[config.mk]
export PLATFORM = sky130hd
export DESIGN_NAME = ifu_prefetch_queue
export DESIGN_NICKNAME = d
export VERILOG_FILES = /design/src/rtl/ifu_prefetch_queue_pkg.sv /design/src/rtl/ifu_prefetch_queue_fetch_fifo.sv /design/src/rtl/ifu_prefetch_queue.sv
export SDC_FILE = /design/constraint.sdc
export NUM_CORES = 1
export LEC_CHECK = 0
export CAP_MARGIN = 20
export CORE_MARGIN = 3
export CORE_UTILIZATION = 36
export DETAILED_ROUTE_END_ITERATION = 10
export GPL_ROUTABILITY_DRIVEN = 0
export GPL_TIMING_DRIVEN = 0
export PLACE_DENSITY = 0.66
export SLEW_MARGIN = 15
export SYNTH_ARGS = -nofsm -noshare
export SYNTH_HDL_FRONTEND = slang
export SYNTH_SLANG_ARGS = --single-unit
[constraint.sdc]
create_clock -name CLK -period 14.1 [get_ports CLK]
set_input_delay 1.41 -clock CLK [delete_from_list [all_inputs] [get_ports CLK]]
set_output_delay 1.41 -clock CLK [all_outputs]
set_load 0.01 [all_outputs]
[src/rtl/ifu_prefetch_queue_pkg.sv]
// Shared definitions for the instruction-fetch prefetch queue: address map defaults,
// queue entry layout and the fetch-address fault check.
package ifu_prefetch_queue_pkg;

   localparam logic [31:0] DEF_RESET_PC = 32'h0000_3000;
   localparam logic [31:0] DEF_EXC_PC   = 32'h0000_4180;
   localparam logic [31:0] DEF_PC_LO    = 32'h0000_3000;
   localparam logic [31:0] DEF_PC_HI    = 32'h0000_6ffc;

   typedef struct packed {
      logic [31:0] pc;
      logic [31:0] inst;
      logic        adel;
   } fetch_entry_t;

   // Misaligned or outside the legal fetch window (unsigned compare).
   function automatic logic addr_fault(input logic [31:0] addr,
                                       input logic [31:0] lo,
                                       input logic [31:0] hi);
      return (addr[1:0] != 2'b00) || (addr < lo) || (addr > hi);
   endfunction

endpackage

[src/rtl/ifu_prefetch_queue_fetch_fifo.sv]
// DEPTH-entry synchronous FIFO of fetch entries with flush; push and pop may coincide
// at any occupancy, including full.
module ifu_prefetch_queue_fetch_fifo
   import ifu_prefetch_queue_pkg::*;
#(
   parameter int DEPTH = 4
) (
   input  logic                   CLK,
   input  logic                   Reset,
   input  logic                   push,
   input  fetch_entry_t           push_data,
   input  logic                   pop,
   input  logic                   flush,
   output fetch_entry_t           head,
   output logic [$clog2(DEPTH):0] count
);

   localparam int AW = $clog2(DEPTH);
   localparam int CW = AW + 1;

   fetch_entry_t  mem_r [DEPTH];
   logic [AW-1:0] wr_ptr_r;
   logic [AW-1:0] rd_ptr_r;
   logic [CW-1:0] count_r;
   logic          pop_s;
   logic          push_s;

   // A push into a full FIFO is only legal when the head leaves in the same cycle.
   always_comb begin
      pop_s  = pop && (count_r != {CW{1'b0}});
      push_s = push && ((count_r != CW'(DEPTH)) || pop_s);
   end

   // Storage, pointers and occupancy.
   always_ff @(posedge CLK) begin
      if (Reset) begin
         wr_ptr_r <= {AW{1'b0}};
         rd_ptr_r <= {AW{1'b0}};
         count_r  <= {CW{1'b0}};
         for (int i = 0; i < DEPTH; i++) begin
            mem_r[i] <= '{pc: 32'h0, inst: 32'h0, adel: 1'b0};
         end
      end else if (flush) begin
         wr_ptr_r <= {AW{1'b0}};
         rd_ptr_r <= {AW{1'b0}};
         count_r  <= {CW{1'b0}};
      end else begin
         if (push_s) begin
            mem_r[wr_ptr_r] <= push_data;
            wr_ptr_r        <= wr_ptr_r + AW'(1);
         end
         if (pop_s) begin
            rd_ptr_r <= rd_ptr_r + AW'(1);
         end
         case ({push_s, pop_s})
            2'b10:   count_r <= count_r + CW'(1);
            2'b01:   count_r <= count_r - CW'(1);
            default: count_r <= count_r;
         endcase
      end
   end

   assign head  = mem_r[rd_ptr_r];
   assign count = count_r;

endmodule

[src/rtl/ifu_prefetch_queue.sv]
// Instruction-fetch unit: owns the fetch PC, issues in-order imem requests under a credit
// limit, buffers returned words in a prefetch queue and discards responses made stale by redirects.
module ifu_prefetch_queue
   import ifu_prefetch_queue_pkg::*;
#(
   parameter logic [31:0] RESET_PC = DEF_RESET_PC,
   parameter logic [31:0] EXC_PC   = DEF_EXC_PC,
   parameter logic [31:0] PC_LO    = DEF_PC_LO,
   parameter logic [31:0] PC_HI    = DEF_PC_HI,
   parameter int          DEPTH    = 4
) (
   input  logic        CLK,
   input  logic        Reset,
   input  logic        exc_req,
   input  logic        eret_req,
   input  logic [31:0] epc,
   input  logic        br_valid,
   input  logic [31:0] br_target,
   output logic        imem_req,
   output logic [31:0] imem_addr,
   input  logic        imem_gnt,
   input  logic        imem_rvalid,
   input  logic [31:0] imem_rdata,
   output logic        id_valid,
   input  logic        id_ready,
   output logic [31:0] id_inst,
   output logic [31:0] id_pc,
   output logic        id_adel
);

   localparam int CW = $clog2(DEPTH) + 1;

   logic [31:0]  pc_r;
   logic [31:0]  resp_pc_r;
   logic [CW-1:0] out_cnt_r;
   logic [CW-1:0] drop_cnt_r;
   logic         fault_stall_r;

   logic         redirect_s;
   logic [31:0]  target_s;
   logic         pc_fault_s;
   logic [CW:0]  used_s;
   logic         credit_ok_s;
   logic         issue_s;
   logic         resp_keep_s;
   logic         fault_push_s;
   logic         push_s;
   fetch_entry_t push_data_s;
   fetch_entry_t head_s;
   logic [CW-1:0] fifo_count_s;

   // Redirect arbitration and issue/enqueue decisions.
   always_comb begin
      redirect_s = exc_req || eret_req || br_valid;
      if (exc_req) begin
         target_s = EXC_PC;
      end else if (eret_req) begin
         target_s = epc;
      end else begin
         target_s = br_target;
      end
      pc_fault_s  = addr_fault(pc_r, PC_LO, PC_HI);
      used_s      = {1'b0, fifo_count_s} + {1'b0, out_cnt_r};
      credit_ok_s = used_s < (CW+1)'(DEPTH);
      imem_req    = !Reset && !redirect_s && credit_ok_s && !pc_fault_s && !fault_stall_r;
      issue_s     = imem_req && imem_gnt;
      resp_keep_s = imem_rvalid && (drop_cnt_r == {CW{1'b0}}) && !redirect_s && !Reset;
      // The fault entry waits for every in-flight word so it lands behind them in order.
      fault_push_s = !Reset && !redirect_s && pc_fault_s && !fault_stall_r &&
                     (out_cnt_r == {CW{1'b0}}) && (fifo_count_s != CW'(DEPTH));
      push_s = resp_keep_s || fault_push_s;
      if (fault_push_s) begin
         push_data_s = '{pc: pc_r, inst: 32'h0, adel: 1'b1};
      end else begin
         push_data_s = '{pc: resp_pc_r, inst: imem_rdata, adel: 1'b0};
      end
   end

   // Fetch PC, credit, drop and fault-stall state.
   always_ff @(posedge CLK) begin
      if (Reset) begin
         pc_r          <= RESET_PC;
         resp_pc_r     <= RESET_PC;
         out_cnt_r     <= {CW{1'b0}};
         drop_cnt_r    <= {CW{1'b0}};
         fault_stall_r <= 1'b0;
      end else if (redirect_s) begin
         pc_r          <= target_s;
         resp_pc_r     <= target_s;
         out_cnt_r     <= out_cnt_r - CW'(imem_rvalid);
         drop_cnt_r    <= out_cnt_r - CW'(imem_rvalid);
         fault_stall_r <= 1'b0;
      end else begin
         if (issue_s) begin
            pc_r <= pc_r + 32'd4;
         end
         if (resp_keep_s) begin
            resp_pc_r <= resp_pc_r + 32'd4;
         end
         case ({issue_s, imem_rvalid})
            2'b10:   out_cnt_r <= out_cnt_r + CW'(1);
            2'b01:   out_cnt_r <= out_cnt_r - CW'(1);
            default: out_cnt_r <= out_cnt_r;
         endcase
         if (imem_rvalid && (drop_cnt_r != {CW{1'b0}})) begin
            drop_cnt_r <= drop_cnt_r - CW'(1);
         end
         if (fault_push_s) begin
            fault_stall_r <= 1'b1;
         end
      end
   end

   ifu_prefetch_queue_fetch_fifo #(.DEPTH(DEPTH)) u_fifo (
      .CLK       (CLK),
      .Reset     (Reset),
      .push      (push_s),
      .push_data (push_data_s),
      .pop       (id_ready),
      .flush     (redirect_s),
      .head      (head_s),
      .count     (fifo_count_s)
   );

   assign imem_addr = pc_r;
   assign id_valid  = (fifo_count_s != {CW{1'b0}});
   assign id_pc     = id_valid ? head_s.pc   : 32'h0;
   assign id_inst   = id_valid ? head_s.inst : 32'h0;
   assign id_adel   = id_valid ? head_s.adel : 1'b0;

endmodule
* Yosys cells after proc, flatten, opt, wreduce, memory -nomap -nowiden *
Memories as Yosys holds them, arrays and structs flattened. A register that Yosys moved wholly into a read port is not among the register bits.
Index checks and enable logic that the tools add are counted.

cells by class
  $add $sub $neg = 11
  order comparisons = 3
  equal/unequal tests = 5
  multiplexer cells = 26
  reduce and logical (&&, ||, !) cells = 37

operator list
  operator                                                      count
  two-way mux 32 bit                                            8
  two-way mux 65 bit                                            2
  OR reduction 65 bit                                           1
  adder 32 x 3 -> 32 bit, second input constant                 2
  > comparator 32 x 15 -> 1 bit, second input constant          1
  less-than comparator 32 x 14 -> 1 bit, second input constant  1
  logical AND 1 bit                                             15
  case mux 3 bit (2 select lines)                               2
  nonzero test 2 bit                                            5
  two-way mux 3 bit                                             3
  nonzero test 3 bit                                            3
  subtractor 3 x 1 -> 3 bit, second input constant              3
  two-way mux 1 bit                                             8
  adder 3 x 1 -> 3 bit, second input constant                   2
  logical NOT 3 bit                                             2
  logical OR 1 bit                                              6
  two-way mux 2 bit                                             3
  adder 2 x 1 -> 2 bit, second input constant                   2
  adder 3 x 3 -> 4 bit                                          1
  == test 2 x 1 -> 1 bit, second input constant                 2
  == test 2 bit, second input constant                          2
  logical NOT 1 bit                                             4
  less-than comparator 4 x 3 -> 1 bit, second input constant    1
  != test 3 bit, second input constant                          1
  2 further kinds                                               2

storage, ports and cells
  register bits = 78
  RAM bits = 260
  input bits = 104
  output and inout port bits = 99
  memories kept = 1

memories
  memory        depth  bits a word  read ports  clocked after Yosys merged registers in  write ports  line                                 text
  u_fifo.mem_r  4      65           1           1                                        4            ifu_prefetch_queue_fetch_fifo.sv:21  fetch_entry_t mem_r [DEPTH];

* Logic depth before layout (Yosys ltp) *
Gate-level depths: netlist of the first run.

  depth after elaboration = 16
  depth in mapped cells = 13
  depth with buffers taken out = 11

* By module *
Synthesis of the first run repeated with hierarchy kept, for this count alone.

second synthesis, totals
  cells, all modules = 1,396
  area total of the unflattened synthesis = 17,152.7 sq um

modules (own cells, without submodules)
  module                         instances  cells each  area an instance (sq um)  seq. area each (sq um)
  ifu_prefetch_queue_fetch_fifo  1          684         11,728.7                  7,987.7
  ifu_prefetch_queue             1          712         5,424.0                   1,381.3

* Worst setup path before layout of the first run *
No wires, ideal clock.

  path type = input-to-reg
  start point = in Reset
  end point = mem u_fifo.mem_r[3][0] (netlist bit) (enable)
  arrival = 7.258 ns
  data required time = 13.522 ns
  slack = 6.265 ns
  cell stages on the path = 8
  path buffers = 2
  path through = buf_6 > or4_1 > nor2_1 > o2111ai_2 > inv_2 > o21ai_2 > buf_6 > o21ai_0

RTL lines
  item         line                                 text
  from (decl)  ifu_prefetch_queue.sv:13             input logic Reset,
  to (decl)    ifu_prefetch_queue_fetch_fifo.sv:21

* Worst setup path after layout of the first run *
  start point = in eret_req
  end point = out imem_req

on the way
  cells in the longest elaborated chain, start to end = 7

RTL lines
  item                            line                      text
  from (decl)                     ifu_prefetch_queue.sv:15  input logic eret_req,
  logical OR 1 bit (2 in a row)   ifu_prefetch_queue.sv:54  redirect_s = exc_req || eret_req || br_valid;
  logical NOT 1 bit               ifu_prefetch_queue.sv:65  imem_req = !Reset && !redirect_s && credit_ok_s && !pc_fault_s && !fault_stall_r;
  logical AND 1 bit (4 in a row)  ifu_prefetch_queue.sv:65
  to (decl)                       ifu_prefetch_queue.sv:19  output logic imem_req,

No other way between the ends.

==> impl_metrics.env, run 1 <==
export IMPL_hold_buffers=0
export IMPL_tns_ns=0
export IMPL_grt_max_degree=48
export IMPL_whs_ns=0.474
export IMPL_synthFlopType="edfxtp_1"
export IMPL_via_per_inst=5.47
export IMPL_synth_cell_type_count=77
export IMPL_cp_max_fo=10
export IMPL_yosys_warnings=0
export IMPL_dr_pass1_iters=6
export IMPL_hold_viol=0
export IMPL_clk_pin_slew_ns=0.06
export IMPL_cap_violations=0
export IMPL_syn2layout_area_growth_pct=24.6
export IMPL_outcome="completed"
export IMPL_fin_crit_sh_pct=37.2
export IMPL_routedWlPerCell_um=21.9
export IMPL_tritoncts="built"
export IMPL_post_route_drc_count=0
export IMPL_dp_hpwl_um=34600
export IMPL_synth_top_area_share_pct=47.2
export IMPL_cp_end_kind="output pin"
export IMPL_grt_pass1_wl_um=73600
export IMPL_worstMarginPinSlew_ns=1.12
export IMPL_die_area_um2=48500
export IMPL_critPathTopFamily="buffers and inverters"
export IMPL_post_cts_resized=0
export IMPL_final_max_slew_viol_count=0
export IMPL_async_reset_ff_share_pct=0
export IMPL_antenna_left=0
export IMPL_die_h_um=220
export IMPL_rsz0062_at_grt="false"
export IMPL_drive_gt1_share_pct=15.1
export IMPL_ys_seq_area_share_pct=56.7
export IMPL_synth_avg_cell_area_um2=11.8
export IMPL_synth_area_leaders="edfxtp_1 47%, dfxtp_1 9.4%, mux4_2 8.9%"
export IMPL_cts_setup_buffers=0
export IMPL_p_total_mw=2.22
export IMPL_cts_buffer_depth=3
export IMPL_numCtsBuffers=37
export IMPL_grt_pass1_vias=12100
export IMPL_cts_sinks=338
export IMPL_antenna_found_initial=1
export IMPL_drt_initial_drc_count=1330
export IMPL_layout_min_cycle_time_ns=5.24
export IMPL_core_um2=44800
export IMPL_synthesis_instances=1396
export IMPL_finalSetupViolCount=0
export IMPL_vias=12400
export IMPL_power_leakage_nw=7.21
export IMPL_max_slew_margin_pct=24.6
export IMPL_peakVddDrop_mv=0.0698
export IMPL_ys_ff_latch=338
export IMPL_holdCritPathClass="reg -> reg"
export IMPL_worstPathCellList="clkdlybuf4s50_1, buf_6, nor4_4, nand4b_4, nor3_1, clkdlybuf4s50_1"
export IMPL_place_port_buffers=201
export IMPL_crit_arrival_ns=3.83
export IMPL_die_x_um=220
export IMPL_rows=77
export IMPL_slowest_stage="clkdlybuf4s50_1"
export IMPL_cellPowerDensity_nw_per_um2=108
export IMPL_synth_edf_count=260
export IMPL_worst_clock_skew_ns=0.0220
export IMPL_crit_type="in -> out"
export IMPL_syn_nets=1511
export IMPL_grt_usage_pct=20.2
export IMPL_cp_required_ns=12.69
export IMPL_ioPinCount=203
export IMPL_cp_num_buf_inv=3
export IMPL_drt_total_wl_um=49600
export IMPL_htreeDepth=2
export IMPL_clock_tree_root_cell="clkbuf_16"
export IMPL_start_util_pct=36.9
export IMPL_critPathMostFrequentCell="clkdlybuf4s50_1"
export IMPL_cp_slowest_stage_delay_ns=0.62
export IMPL_fin_nets=1758
export IMPL_syn_area_um2=16500
export IMPL_start_kind="input pin"
export IMPL_fmax_mhz=191
export IMPL_worstSkewPairLatency_ns=0.53
export IMPL_overflow=0
export IMPL_synth_top_cell_by_area="edfxtp_1"
[synth_stat cells (12+ instances only)]
cell / instances
mux2i_1: 26
nand2_1: 96
a31oi_1: 15
a21oi_1: 53
inv_1: 18
a211oi_1: 15
nor4_1: 14
buf_6: 14
mux2i_2: 25
o21ai_0: 26
edfxtp_1: 260
buf_2: 36
clkbuf_1: 44
nor3_1: 34
dfxtp_1: 78
nand3_1: 15
and2_1: 76
and3_1: 12
mux4_2: 65
nand4_1: 14
nor2_1: 297
[area by class of cell]
cell class              count  area [um^2]
well taps                 592          741
clock inverters            13         65.1
fillers                  4142        24200
diodes                      1         2.50
plain buffers             102          552
clock buffers              53         1030
repair buffers            208         2200
flip-flops and latches    338         9370
multi-input cells         937         6580
inverters                  19         71.3
[metrics by stage]
stage,setup WS (ns),instance area (um^2),util [%],std cells
2_1_floorplan,6.26,16500,-,1396
3_3_place_gp,0.831,19300,43.1,2189
3_5_place_dp,8.70,19500,43.6,2196
4_1_cts,8.85,20600,46.0,2262
5_1_grt,8.83,20600,46.0,2262
6_report,8.86,20600,46.0,2263
[per-layer routing]
metal / GRT usage (%) / share of wire (%) / routed length [um] / vias up
met4: 6.35 / 2.8 / 1390 / 0
met2: 32.8 / 47 / 23300 / 624
li1: - / - / - / 5636
met5: 0 / 0 / 0 / -
met3: 4.55 / 9.8 / 4840 / 90
met1: 27.0 / 40 / 20000 / 6033
[where the power goes]
group / switching, mW / internal, mW / total [mW]
Combinational: 0.118 / 0.0853 / 0.203
Sequential: 0.0218 / 1.11 / 1.13
Clock: 0.384 / 0.508 / 0.891
[layout by cell type (no fill, tap or decap), types with 11 or more instances in the layout]
master	netlist	final
clkbuf_16	0	39
nor4_1	14	14
mux2i_2	25	25
a21oi_1	53	53
nand3_1	15	15
a211oi_1	15	15
o21ai_0	26	25
mux2i_1	26	26
and3_1	12	12
nand2_1	96	93
mux4_2	65	65
clkdlybuf4s50_1	0	201
a31oi_1	15	15
edfxtp_1	260	260
inv_1	18	18
buf_2	36	36
dfxtp_1	78	78
nand4_1	14	14
clkbuf_1	44	58
and2_1	76	76
nor3_1	34	34
buf_6	14	14
mux2_2	11	11
nor2_1	297	297
[cell families (layout without fill, tap and decap cells)]
group           after synthesis  after routing  synth area share (%)
flops                       338            338                  56.7
xor+xnor                      7              7                 0.371
compound gates              179            179                  7.45
other cells                   0              1                     0
mux                         127            127                  13.3
simple gates                613            613                  17.6
buf+inv                     121            395                  3.77
fa+ha+maj                    11             11                 0.923
[worst paths after layout]
| check | startpoint | end | slack (ns) | depth (start not counted) |
|---|---|---|---|---|
| max reg2reg | imem_addr[22]$_SDFFE_PP0P_ | u_fifo.count[2]$_SDFFE_PP0P_ | 10.55 | 12 |
| min reg2reg | fault_stall_r$_SDFFE_PP0P_ | fault_stall_r$_SDFFE_PP0P_ | 0.47 | 2 |
| max | eret_req | imem_req | 8.86 | 6 |
| min | fault_stall_r$_SDFFE_PP0P_ | fault_stall_r$_SDFFE_PP0P_ | 0.47 | 2 |
[registers in the layout, summed over array words and instances, names as in the netlist, 2 cells and up, named ones only]
signal / flops
imem_addr: 31
u_fifo.count: 3
out_cnt_r: 3
u_fifo.wr_ptr_r: 2
u_fifo.mem_r: 260
drop_cnt_r: 3
u_fifo.rd_ptr_r: 2
resp_pc_r: 31
[worst min-delay path, delay by kind of cell (launching register included)]
| kind | cells | cell delay, ns |
|---|---|---|
| flip-flops | 1 | 0.33 |
| AND/OR/NAND/NOR | 2 | 0.10 |
No activity file was read; power rests on OpenSTA's default activity.
==> inputs of run 2 (changes only) <==
Settings changed: PLACE_DENSITY 0.66 to 0.68.
Clock period 14.1 ns to 4.5 ns, I/O delays scaled along.
==> run 2 against run 1 <==
  * Clock power increased to 3.4 times the previous value
  * Routed wire length increased by 1.3%
  * Worst setup slack got worse by 8.2 ns
  * Count of clock-buffer cells in the layout unchanged
  * Critical path depth increased by 3
  * Die area unchanged
  * Final cell count about the same
  * Via count increased by 0.40%
  * Clock skew increased by 0.0032 ns
  * Sequential power increased to 3.1 times the previous value
  * Non-clock buffer count unchanged
  * Global-route usage increased by 0.17 points
==> impl_metrics.env, run 2 (same netlist as run 1, synthesis figures left out) <==
export IMPL_fmax_mhz=257
export IMPL_die_h_um=220
export IMPL_dp_cells=2196
export IMPL_cts_buffer_depth=3
export IMPL_routedWlPerCell_um=22.2
export IMPL_grt_max_degree=48
export IMPL_worst_clock_skew_ns=0.0252
export IMPL_drt_initial_drc_count=1461
export IMPL_dp_hpwl_um=35000
export IMPL_start_kind="input pin"
export IMPL_fin_crit_sh_pct=86.4
export IMPL_regMostFlops="u_fifo.mem_r"
export IMPL_cts_sinks=338
export IMPL_reg2reg_setup_slack_ns=0.81
export IMPL_dr_pass1_iters=6
export IMPL_hold_viol=0
export IMPL_antenna_found_initial=0
export IMPL_drt_total_wl_um=50200
export IMPL_antenna_left=0
export IMPL_grt_pass1_wl_um=74400
export IMPL_die_area_um2=48500
export IMPL_largest_register_ff_count=260
export IMPL_syn2layout_area_growth_pct=25.2
export IMPL_post_cts_resized=0
export IMPL_n_antenna_cell=0
export IMPL_intPower_mw=5.50
export IMPL_p_total_mw=7.16
export IMPL_rows=77
export IMPL_seqCellArea_um2=9370
export IMPL_rsz0062_at_grt="false"
export IMPL_holdPathStages=4
export IMPL_htreeDepth=2
export IMPL_cp_max_fo=17
export IMPL_cellPowerDensity_nw_per_um2=346
export IMPL_final_max_slew_viol_count=0
export IMPL_layout_min_cycle_time_ns=3.89
export IMPL_fin_nets=1759
export IMPL_ioPinCount=203
export IMPL_crit_type="in -> reg"
export IMPL_cts_setup_buffers=0
export IMPL_vias=12400
export IMPL_p_comb_share_pct=8.9
export IMPL_power_leakage_nw=7.27
export IMPL_p_clk_share_pct=41.7
export IMPL_crit_arrival_ns=4.09
export IMPL_numCtsBuffers=38
export IMPL_hp_start="Reset"
export IMPL_start_util_pct=36.9
export IMPL_core_um2=44800
export IMPL_clk_pin_slew_ns=0.06
export IMPL_max_slew_margin_pct=31.9
export IMPL_place_port_buffers=201
export IMPL_r2r_end="u_fifo.count[2]$_SDFFE_PP0P_"
export IMPL_cp_required_ns=4.71
export IMPL_cp_end_kind="flip-flop"
export IMPL_post_route_drc_count=0
export IMPL_finalSetupViolCount=0
export IMPL_grt_usage_pct=20.3
export IMPL_overflow=0
export IMPL_worstMarginPinSlew_ns=1.01
export IMPL_hold_buffers=0
export IMPL_drive_gt1_share_pct=15.5
export IMPL_rr_worst_depth=12
export IMPL_fillCellCount=4073
export IMPL_post_route_cell_area_um2=20700
export IMPL_via_per_inst=5.49
export IMPL_hold_path_endpoint="fault_stall_r$_SDFFE_PP0P_"
export IMPL_multi_input_area_um2=6580
export IMPL_cap_violations=0
export IMPL_outcome="completed"
export IMPL_die_x_um=220
export IMPL_peakVddDrop_mv=0.228
export IMPL_p_seq_share_pct=49.4
export IMPL_r2r_start="imem_addr[22]$_SDFFE_PP0P_"
export IMPL_holdCritPathClass="in -> reg"
export IMPL_finalNonFillerCells=2265
export IMPL_place_area_um2=19500
export IMPL_p_sw_mw=1.66
export IMPL_worstSkewPairLatency_ns=0.52
export IMPL_tritoncts="built"
export IMPL_clock_tree_root_cell="clkbuf_16"
export IMPL_mostFrequentLayoutCells="297 x nor2_1, 260 x edfxtp_1, 201 x clkdlybuf4s50_1"
export IMPL_grt_pass1_vias=12600
export IMPL_switching_share_pct=23.2
export IMPL_final_common_cell="nor2_1"
## run 2: cell types whose count changed in the layout (fill, tap and decap cells not counted)
cell	previous run	this run
diode_2	1	0
clkbuf_8	0	4
clkbuf_1	58	54
clkinvlp_2	0	1
bufinv_16	0	2
clkinvlp_4	2	0
clkinv_2	3	5
## run 2: worst max-delay path by stage
stage | to | slack, ns | from | cells after the start
3_5_place_dp | u_fifo.mem_r[3][52]$_DFFE_PP_ | 0.19 | eret_req | 9
2_1_floorplan | u_fifo.mem_r[3][0]$_DFFE_PP_ | 0.63 | Reset | 8
5_1_grt | u_fifo.mem_r[3][57]$_DFFE_PP_ | 0.44 | eret_req | 9
3_3_place_gp | u_fifo.mem_r[3][31]$_DFFE_PP_ | -2.19 | eret_req | 7
4_1_cts | id_pc[12] | 0.59 | flip-flop | 5
6_report | u_fifo.mem_r[3][58]$_DFFE_PP_ | 0.61 | eret_req | 9
## run 2: critical path, stage by stage
cell and delay, ns:
clkdlybuf4s50_1 0.51, buf_6 0.22, nor3_1 0.83, clkbuf_1 0.50
buf_2 0.42, nand3_1 0.18, o21ai_4 0.52, buf_16 0.24
buf_16 0.18
## run 2: metrics by stage
step	hold slack, ns	setup slack [ns]	util (%)	setup TNS, ns
after global routing	0.255	0.440	46.2	0
final	0.252	0.614	46.2	0
after global placement	0.462	-2.19	43.1	-399.27
after floorplan	0.436	0.629	-	0
after detailed placement	0.456	0.189	43.6	0
after CTS	0.230	0.589	46.2	0
## run 2: layout make-up
class	instances	share of cell area [%]
Sequential cell	338	45.2
Tap cell	592	3.58
Multi-Input combinational cell	937	31.8
Clock buffer	53	5.16
Timing Repair Buffer	208	10.6
Clock inverter	16	0.604
Buffer	102	2.66
Inverter	19	0.344
## run 2: power by group through the flow
stage | clock, mW | sequential [mW] | combinational, mW
after floorplan | 0 | 3.59 | 0.330
after global placement | 0 | 3.61 | 0.598
after detailed placement | 0 | 3.60 | 0.631
after CTS | 3.03 | 3.54 | 0.634
after global routing | 3.14 | 3.55 | 0.684
final | 2.99 | 3.54 | 0.639
## run 2: routing by layer
metal  wire length [um]  vias up  GRT usage (%)
li1                   -     5631              -
met1              19700     6075           27.2
met2              23600      637           32.8
met3               5440       90           4.92
met4               1510        0           6.80
met5                  0        -              0
